===== src/rtl/axi_rdata_gen_pkg.sv =====
// axi_rdata_gen_pkg: shared AXI burst/resp codes, AR request type and beat address helpers
package axi_rdata_gen_pkg;
  localparam logic [1:0] BURST_FIXED = 2'd0;
  localparam logic [1:0] BURST_INCR = 2'd1;
  localparam logic [1:0] BURST_WRAP = 2'd2;
  localparam logic [1:0] RESP_OKAY = 2'b00;
  localparam logic [1:0] RESP_SLVERR = 2'b10;
  typedef enum logic [1:0] {S_IDLE, S_RD, S_DATA} state_t;
  typedef struct packed {
    logic [39:0] addr;
    logic [1:0] burst;
    logic [7:0] id;
    logic [7:0] len;
    logic [2:0] size;
  } ar_req_t;
  function automatic logic req_err(input ar_req_t r, input int data_bytes);
    return r.burst == 2'b11 || int'(32'd1 << r.size) > data_bytes ||
      (r.burst == BURST_WRAP && !(r.len inside {8'd1, 8'd3, 8'd7, 8'd15}));
  endfunction
  // First INCR/WRAP beat may be unaligned; later beats step from the aligned address
  function automatic logic [39:0] next_addr(input logic [39:0] a, input logic [1:0] burst,
                                            input logic [7:0] len, input logic [2:0] size);
    logic [39:0] step, nx, wsz, base;
    step = 40'd1 << size;
    nx = (a & ~(step - 40'd1)) + step;
    wsz = (40'(len) + 40'd1) << size;
    base = a & ~(wsz - 40'd1);
    return burst == BURST_WRAP && nx == base + wsz ? base :
      burst == BURST_INCR || burst == BURST_WRAP ? nx : a;
  endfunction
endpackage


===== src/rtl/axi_rdata_req_fifo.sv =====
// axi_rdata_req_fifo: pointer-based AR request queue with full/empty flags
module axi_rdata_req_fifo import axi_rdata_gen_pkg::*; #(
  parameter int DEPTH = 4
) (
  input  logic    cpu_clk,
  input  logic    cpu_rst,
  input  logic    push,
  input  logic    pop,
  input  ar_req_t wdata,
  output ar_req_t rdata,
  output logic    full,
  output logic    empty
);
  localparam int AW = $clog2(DEPTH);
  ar_req_t mem [DEPTH];
  logic [AW:0] wp, rp;
  assign full = wp[AW] != rp[AW] && wp[AW-1:0] == rp[AW-1:0];
  assign empty = wp == rp;
  assign rdata = mem[rp[AW-1:0]];
  always_ff @(posedge cpu_clk)
    if (push) mem[wp[AW-1:0]] <= wdata;
  always_ff @(posedge cpu_clk) begin
    if (cpu_rst) begin
      wp <= '0;
      rp <= '0;
    end else begin
      if (push) wp <= wp + {{AW{1'b0}}, 1'b1};
      if (pop) rp <= rp + {{AW{1'b0}}, 1'b1};
    end
  end
endmodule


===== src/rtl/axi_rdata_gen.sv =====
// axi_rdata_gen: queues AR requests and replays each as len+1 R beats read from a memory model
module axi_rdata_gen import axi_rdata_gen_pkg::*; #(
  parameter int AR_DEPTH = 4,
  parameter int DATA_W = 128
) (
  input  logic              cpu_clk,
  input  logic              cpu_rst,
  input  logic              fifo_pad_arvalid,
  output logic              pad_biu_arready,
  input  logic [39:0]       fifo_pad_araddr,
  input  logic [1:0]        fifo_pad_arburst,
  input  logic [7:0]        fifo_pad_arid,
  input  logic [7:0]        fifo_pad_arlen,
  input  logic [2:0]        fifo_pad_arsize,
  output logic              pad_biu_rvalid,
  output logic [DATA_W-1:0] pad_biu_rdata,
  output logic [7:0]        pad_biu_rid,
  output logic [1:0]        pad_biu_rresp,
  output logic              pad_biu_rlast,
  input  logic              biu_pad_rready,
  output logic              mem_rd_en,
  output logic [39:0]       mem_rd_addr,
  input  logic [DATA_W-1:0] mem_rd_data
);
  state_t state;
  ar_req_t head, ctx;
  logic full, empty, err;
  logic [7:0] beat_cnt;
  assign pad_biu_arready = !full;
  assign mem_rd_en = state == S_RD && !err;
  assign mem_rd_addr = {ctx.addr[39:4], 4'b0};
  axi_rdata_req_fifo #(.DEPTH(AR_DEPTH)) u_fifo (
    .cpu_clk(cpu_clk),
    .cpu_rst(cpu_rst),
    .push(fifo_pad_arvalid && !full),
    .pop(state == S_IDLE && !empty),
    .wdata({fifo_pad_araddr, fifo_pad_arburst, fifo_pad_arid, fifo_pad_arlen, fifo_pad_arsize}),
    .rdata(head),
    .full(full),
    .empty(empty)
  );
  always_ff @(posedge cpu_clk) begin
    if (cpu_rst) begin
      state <= S_IDLE;
      ctx <= '0;
      err <= 1'b0;
      beat_cnt <= '0;
      pad_biu_rvalid <= 1'b0;
      pad_biu_rdata <= '0;
      pad_biu_rid <= '0;
      pad_biu_rresp <= RESP_OKAY;
      pad_biu_rlast <= 1'b0;
    end else begin
      case (state)
        S_IDLE: if (!empty) begin
          state <= S_RD;
          ctx <= head;
          err <= req_err(head, DATA_W / 8);
          beat_cnt <= '0;
        end
        S_RD: begin
          state <= S_DATA;
          pad_biu_rvalid <= 1'b1;
          pad_biu_rdata <= err ? '0 : mem_rd_data;
          pad_biu_rresp <= err ? RESP_SLVERR : RESP_OKAY;
          pad_biu_rid <= ctx.id;
          pad_biu_rlast <= beat_cnt == ctx.len;
        end
        S_DATA: if (biu_pad_rready) begin
          state <= pad_biu_rlast ? S_IDLE : S_RD;
          pad_biu_rvalid <= 1'b0;
          beat_cnt <= beat_cnt + 8'd1;
          ctx.addr <= next_addr(ctx.addr, ctx.burst, ctx.len, ctx.size);
        end
        default: state <= S_IDLE;
      endcase
    end
  end
endmodule


===== config.mk =====
export PLATFORM = sky130hd
export DESIGN_NAME = axi_rdata_gen
export DESIGN_NICKNAME = d
export VERILOG_FILES = /design/src/rtl/axi_rdata_gen_pkg.sv /design/src/rtl/axi_rdata_req_fifo.sv /design/src/rtl/axi_rdata_gen.sv
export SDC_FILE = /design/constraint.sdc
export NUM_CORES = 1
export LEC_CHECK = 0
export BUFFER_PORTS_ARGS = -buffer_cell sky130_fd_sc_hd__buf_2
export CAP_MARGIN = 10
export CORE_UTILIZATION = 25
export CTS_CLUSTER_SIZE = 8
export DETAILED_ROUTE_END_ITERATION = 10
export PLACE_DENSITY = 0.49
export SKIP_LAST_GASP = 1
export SYNTH_ARGS = -nofsm -noshare
export SYNTH_HDL_FRONTEND = slang
export SYNTH_SLANG_ARGS = --single-unit

===== constraint.sdc =====
create_clock -name cpu_clk -period 5.97 [get_ports cpu_clk]
set_input_delay 0.8955 -clock cpu_clk [delete_from_list [all_inputs] [get_ports cpu_clk]]
set_output_delay 0.8955 -clock cpu_clk [all_outputs]
set_load 0.1 [all_outputs]

==> impl_metrics.json <==
{
  "layout.nets": 3028,
  "initial_core_util_pct": 25.34,
  "stdcell_area_sq_um": 31390,
  "final_cell_mix": "buf_2, nand2_1, buf_4",
  "min_period_ns": 5.953,
  "rr_worst_depth": 24,
  "vdd_ir_drop_max_v": 0.0002440,
  "dieArea_sq_um": 97850,
  "yosysTopAreaCell": "edfxtp_1",
  "relSlewSlack_pct": 16.83,
  "synth_cells": 2311,
  "cp_data_arrival_time_ns": 6.42,
  "antenna_found_initial": 15,
  "crit_path_top_delay_cell": "or4_1",
  "synth_area_leaders": "edfxtp_1, dfxtp_1, mux4_2",
  "switching_share_pct": 47.08,
  "grt.total_usage_pct": 17.66,
  "setup_tns_ns": 0,
  "cap_violations": 0,
  "switching_power_mw": 8.240,
  "synth_ff_type": "edfxtp_1",
  "power_density_nw_per_um2": 557.7,
  "grt_pass1_vias": 19657,
  "place_ws_ns": -0.2867,
  "drt_first_iter_violations": 1653,
  "reg2reg_from": "ctx[4]",
  "yosysSeqAreaShare_pct": 48.49,
  "pin_count": 375,
  "fin_util_pct": 32.94,
  "drive_above_1_share_pct": 33.63,
  "multiInputGateArea_sq_um": 11850,
  "fill_cells": 9912,
  "avgSynthCellArea_sq_um": 10.45,
  "p_comb_share_pct": 54.6,
  "vias_per_cell": 4.927,
  "reg2reg_to": "mem_rd_addr[34]",
  "grt_max_degree": 129,
  "grt_remaining_overflow": 0,
  "hold_depth": 2,
  "async_flop_share_pct": 0,
  "path_class": "reg -> reg",
  "wl_per_cell_um": 21.84,
  "worst_slew_pin_slew_ns": 1.247,
  "clock_path_buffers": 3,
  "seqPwrFrac_pct": 24.4,
  "rows": 113,
  "crit_fanout": 9,
  "slew_violations": 0,
  "final-seq-area_sq_um": 11730,
  "critPathMaxStageDelay_ns": 0.55,
  "antenna_left": 0,
  "leakage_nw": 11.68,
  "port_buffers": 369,
  "vias": 20300,
  "holdBufCountCts": 0,
  "first_pass_iters": 5,
  "ff2ff_setup_slack_ns": 0.02,
  "cts_buffers": 69,
  "ys_types": 121,
  "synth_edf_count": 244,
  "gp_congestion": 0.9355,
  "drc": 0,
  "worst_hold_slack_ns": 0.4451,
  "hpwl_um": 65100,
  "fin_crit_sh_pct": 99.72,
  "fmax_mhz": 168.0,
  "synth_area_sq_um": 24150,
  "rsz0062_at_grt": "yes",
  "cts_tree": "built",
  "syn2layout_area_growth_pct": 29.95,
  "cts.sinks": 463,
  "pwr-share-clk_pct": 21.1,
  "cp_cell_sequence": "ha_4, nor2b_4, o21a_1, or3_4, nor4_4, and4_1, buf_4, nand4_1, nor3_2, ha_1, and2_4, ha_4, nand3_4, buf_4, o21a_4, o31a_1, or4_1, nor4_2, nand4_1, and4b_4, buf_12, nor2_8, a311oi_2, a211oi_1",
  "worstSetupStartpointType": "flop",
  "finalSetupViolations": 0,
  "mostFrequentLayoutCell": "buf_2",
  "fin_skew_ns": 0.04801,
  "die_w_um": 312.8,
  "finalHoldViolCount": 0,
  "clkLatencyLatePin_ns": 0.62,
  "hold_end": "pad_biu_rdata[71]",
  "dieHeight_um": 312.8,
  "clockRootBuffer": "clkbuf_16",
  "place_area_sq_um": 28460,
  "cts_max_level": 3,
  "grt_pass1_wl_um": 130600,
  "yosysTopAreaCellShare_pct": 30.34,
  "synth_warnings": 0,
  "routed_wl_um": 90000,
  "fp.coreArea_sq_um": 95290,
  "status": "finished, final reports clean",
  "worstSetupEndpointType": "flop",
  "critPathRequiredTime_ns": 6.43,
  "clkTransAtPathRegs_ns": 0.05,
  "p_int_mw": 9.262,
  "worst_slack_ns": 0.01701,
  "worstHoldPathType": "reg -> reg",
  "ys_ff_latch": 463,
  "min-delay-start": "pad_biu_rdata[71]"
}
==> synthesized netlist by cell type (28+ instances only) <==
cell,count
mux4_2,61
a211oi_1,28
nand4_1,33
inv_1,42
nor3_1,49
nand3b_1,136
a21oi_1,224
clkbuf_1,123
mux2i_1,32
xor2_1,42
nor2_1,88
buf_4,51
o21ai_0,47
edfxtp_1,244
xnor2_1,64
dfxtp_1,219
nand2_1,316
nand3_1,45
==> area by class of cell <==
class                           count  area share (%)
Multi-Input combinational cell   1592           37.77
Inverter                           45          0.5382
Sequential cell                   463           37.39
Timing Repair Buffer              640           12.77
Clock inverter                      9          0.4664
Tap cell                         1265           5.043
Antenna cell                        3         0.02392
Clock buffer                      103           6.008
==> worst max path at each step <==
stage	endpoint	from	slack, ns	cells after the start
2_1_floorplan	mem_rd_addr[38]	ctx[3]	0.008	30
3_3_place_gp	mem_rd_addr[13]	ctx[3]	-0.23	26
3_5_place_dp	mem_rd_addr[22]	ctx[3]	-0.29	26
4_1_cts	mem_rd_addr[34]	ctx[3]	0.02	28
5_1_grt	ctx[24]	ctx[4]	-0.16	28
6_report	mem_rd_addr[34]	ctx[4]	0.02	24
==> power by group through the flow <==
| stage | sequential (mW) | combinational, mW | clock, mW |
|---|---|---|---|
| after floorplan | 5.36 | 5.08 | 0 |
| after global placement | 4.31 | 9.04 | 0 |
| after detailed placement | 4.32 | 9.00 | 0 |
| after CTS | 4.26 | 9.16 | 3.80 |
| after global routing | 4.33 | 10.1 | 3.91 |
| final | 4.26 | 9.55 | 3.69 |
==> sequential cells by signal, summed over array words and instances (netlist names), named ones only <==
register,count
u_fifo.mem,244
pad_biu_rdata,128
mem_rd_addr,36
ctx,25
beat_cnt,8
pad_biu_rid,8
u_fifo.rp,3
u_fifo.wp,3
state,2
err,1
pad_biu_rlast,1
pad_biu_rresp,1
pad_biu_rvalid,1
==> critical path, delay by kind of cell, from the launching register on <==
| family | cells | cell delay [ns] |
|---|---|---|
| AO/OA/AOI/OAI | 5 | 1.08 |
| adder cells (fa/ha/maj) | 3 | 0.78 |
| buffers and inverters | 3 | 0.41 |
| flip-flops | 1 | 0.33 |
| AND/OR/NAND/NOR | 13 | 3.21 |
==> layer usage <==
metal / vias to the layer above / global-route usage, % / share of wire (%)
li1: 9538 / - / -
met1: 9989 / 23.70 / 44
met2: 594 / 27.94 / 47
met3: 159 / 3.785 / 6.1
met4: 20 / 6.231 / 2.9
met5: - / 0 / 0.14
==> what timing repair did <==
action,4_1_cts,5_1_grt
setup buffers,7,20
resized for setup,37,107
gates cloned,0,1
pin swaps,25,61
setup endpoints to repair,40,40
==> stage by stage <==
stage | power, mW | cells
floorplan | 10.44 | 2315
global placement | 13.35 | 3980
detailed placement | 13.31 | 3980
CTS | 17.22 | 4098
global route | 18.36 | 4119
finish | 17.50 | 4120
==> cells by family after synthesis <==
group	count (synthesis)	synth area share (%)
AND/OR/NAND/NOR	840	19.03
buffers and inverters	260	5.310
XOR/XNOR	108	4.030
AO/OA/AOI/OAI	511	14.35
other	1	0.01553
multiplexers	103	7.491
flip-flops	463	48.49
adder cells (fa/ha/maj)	25	1.285
(Power assumes the default switching activity.)
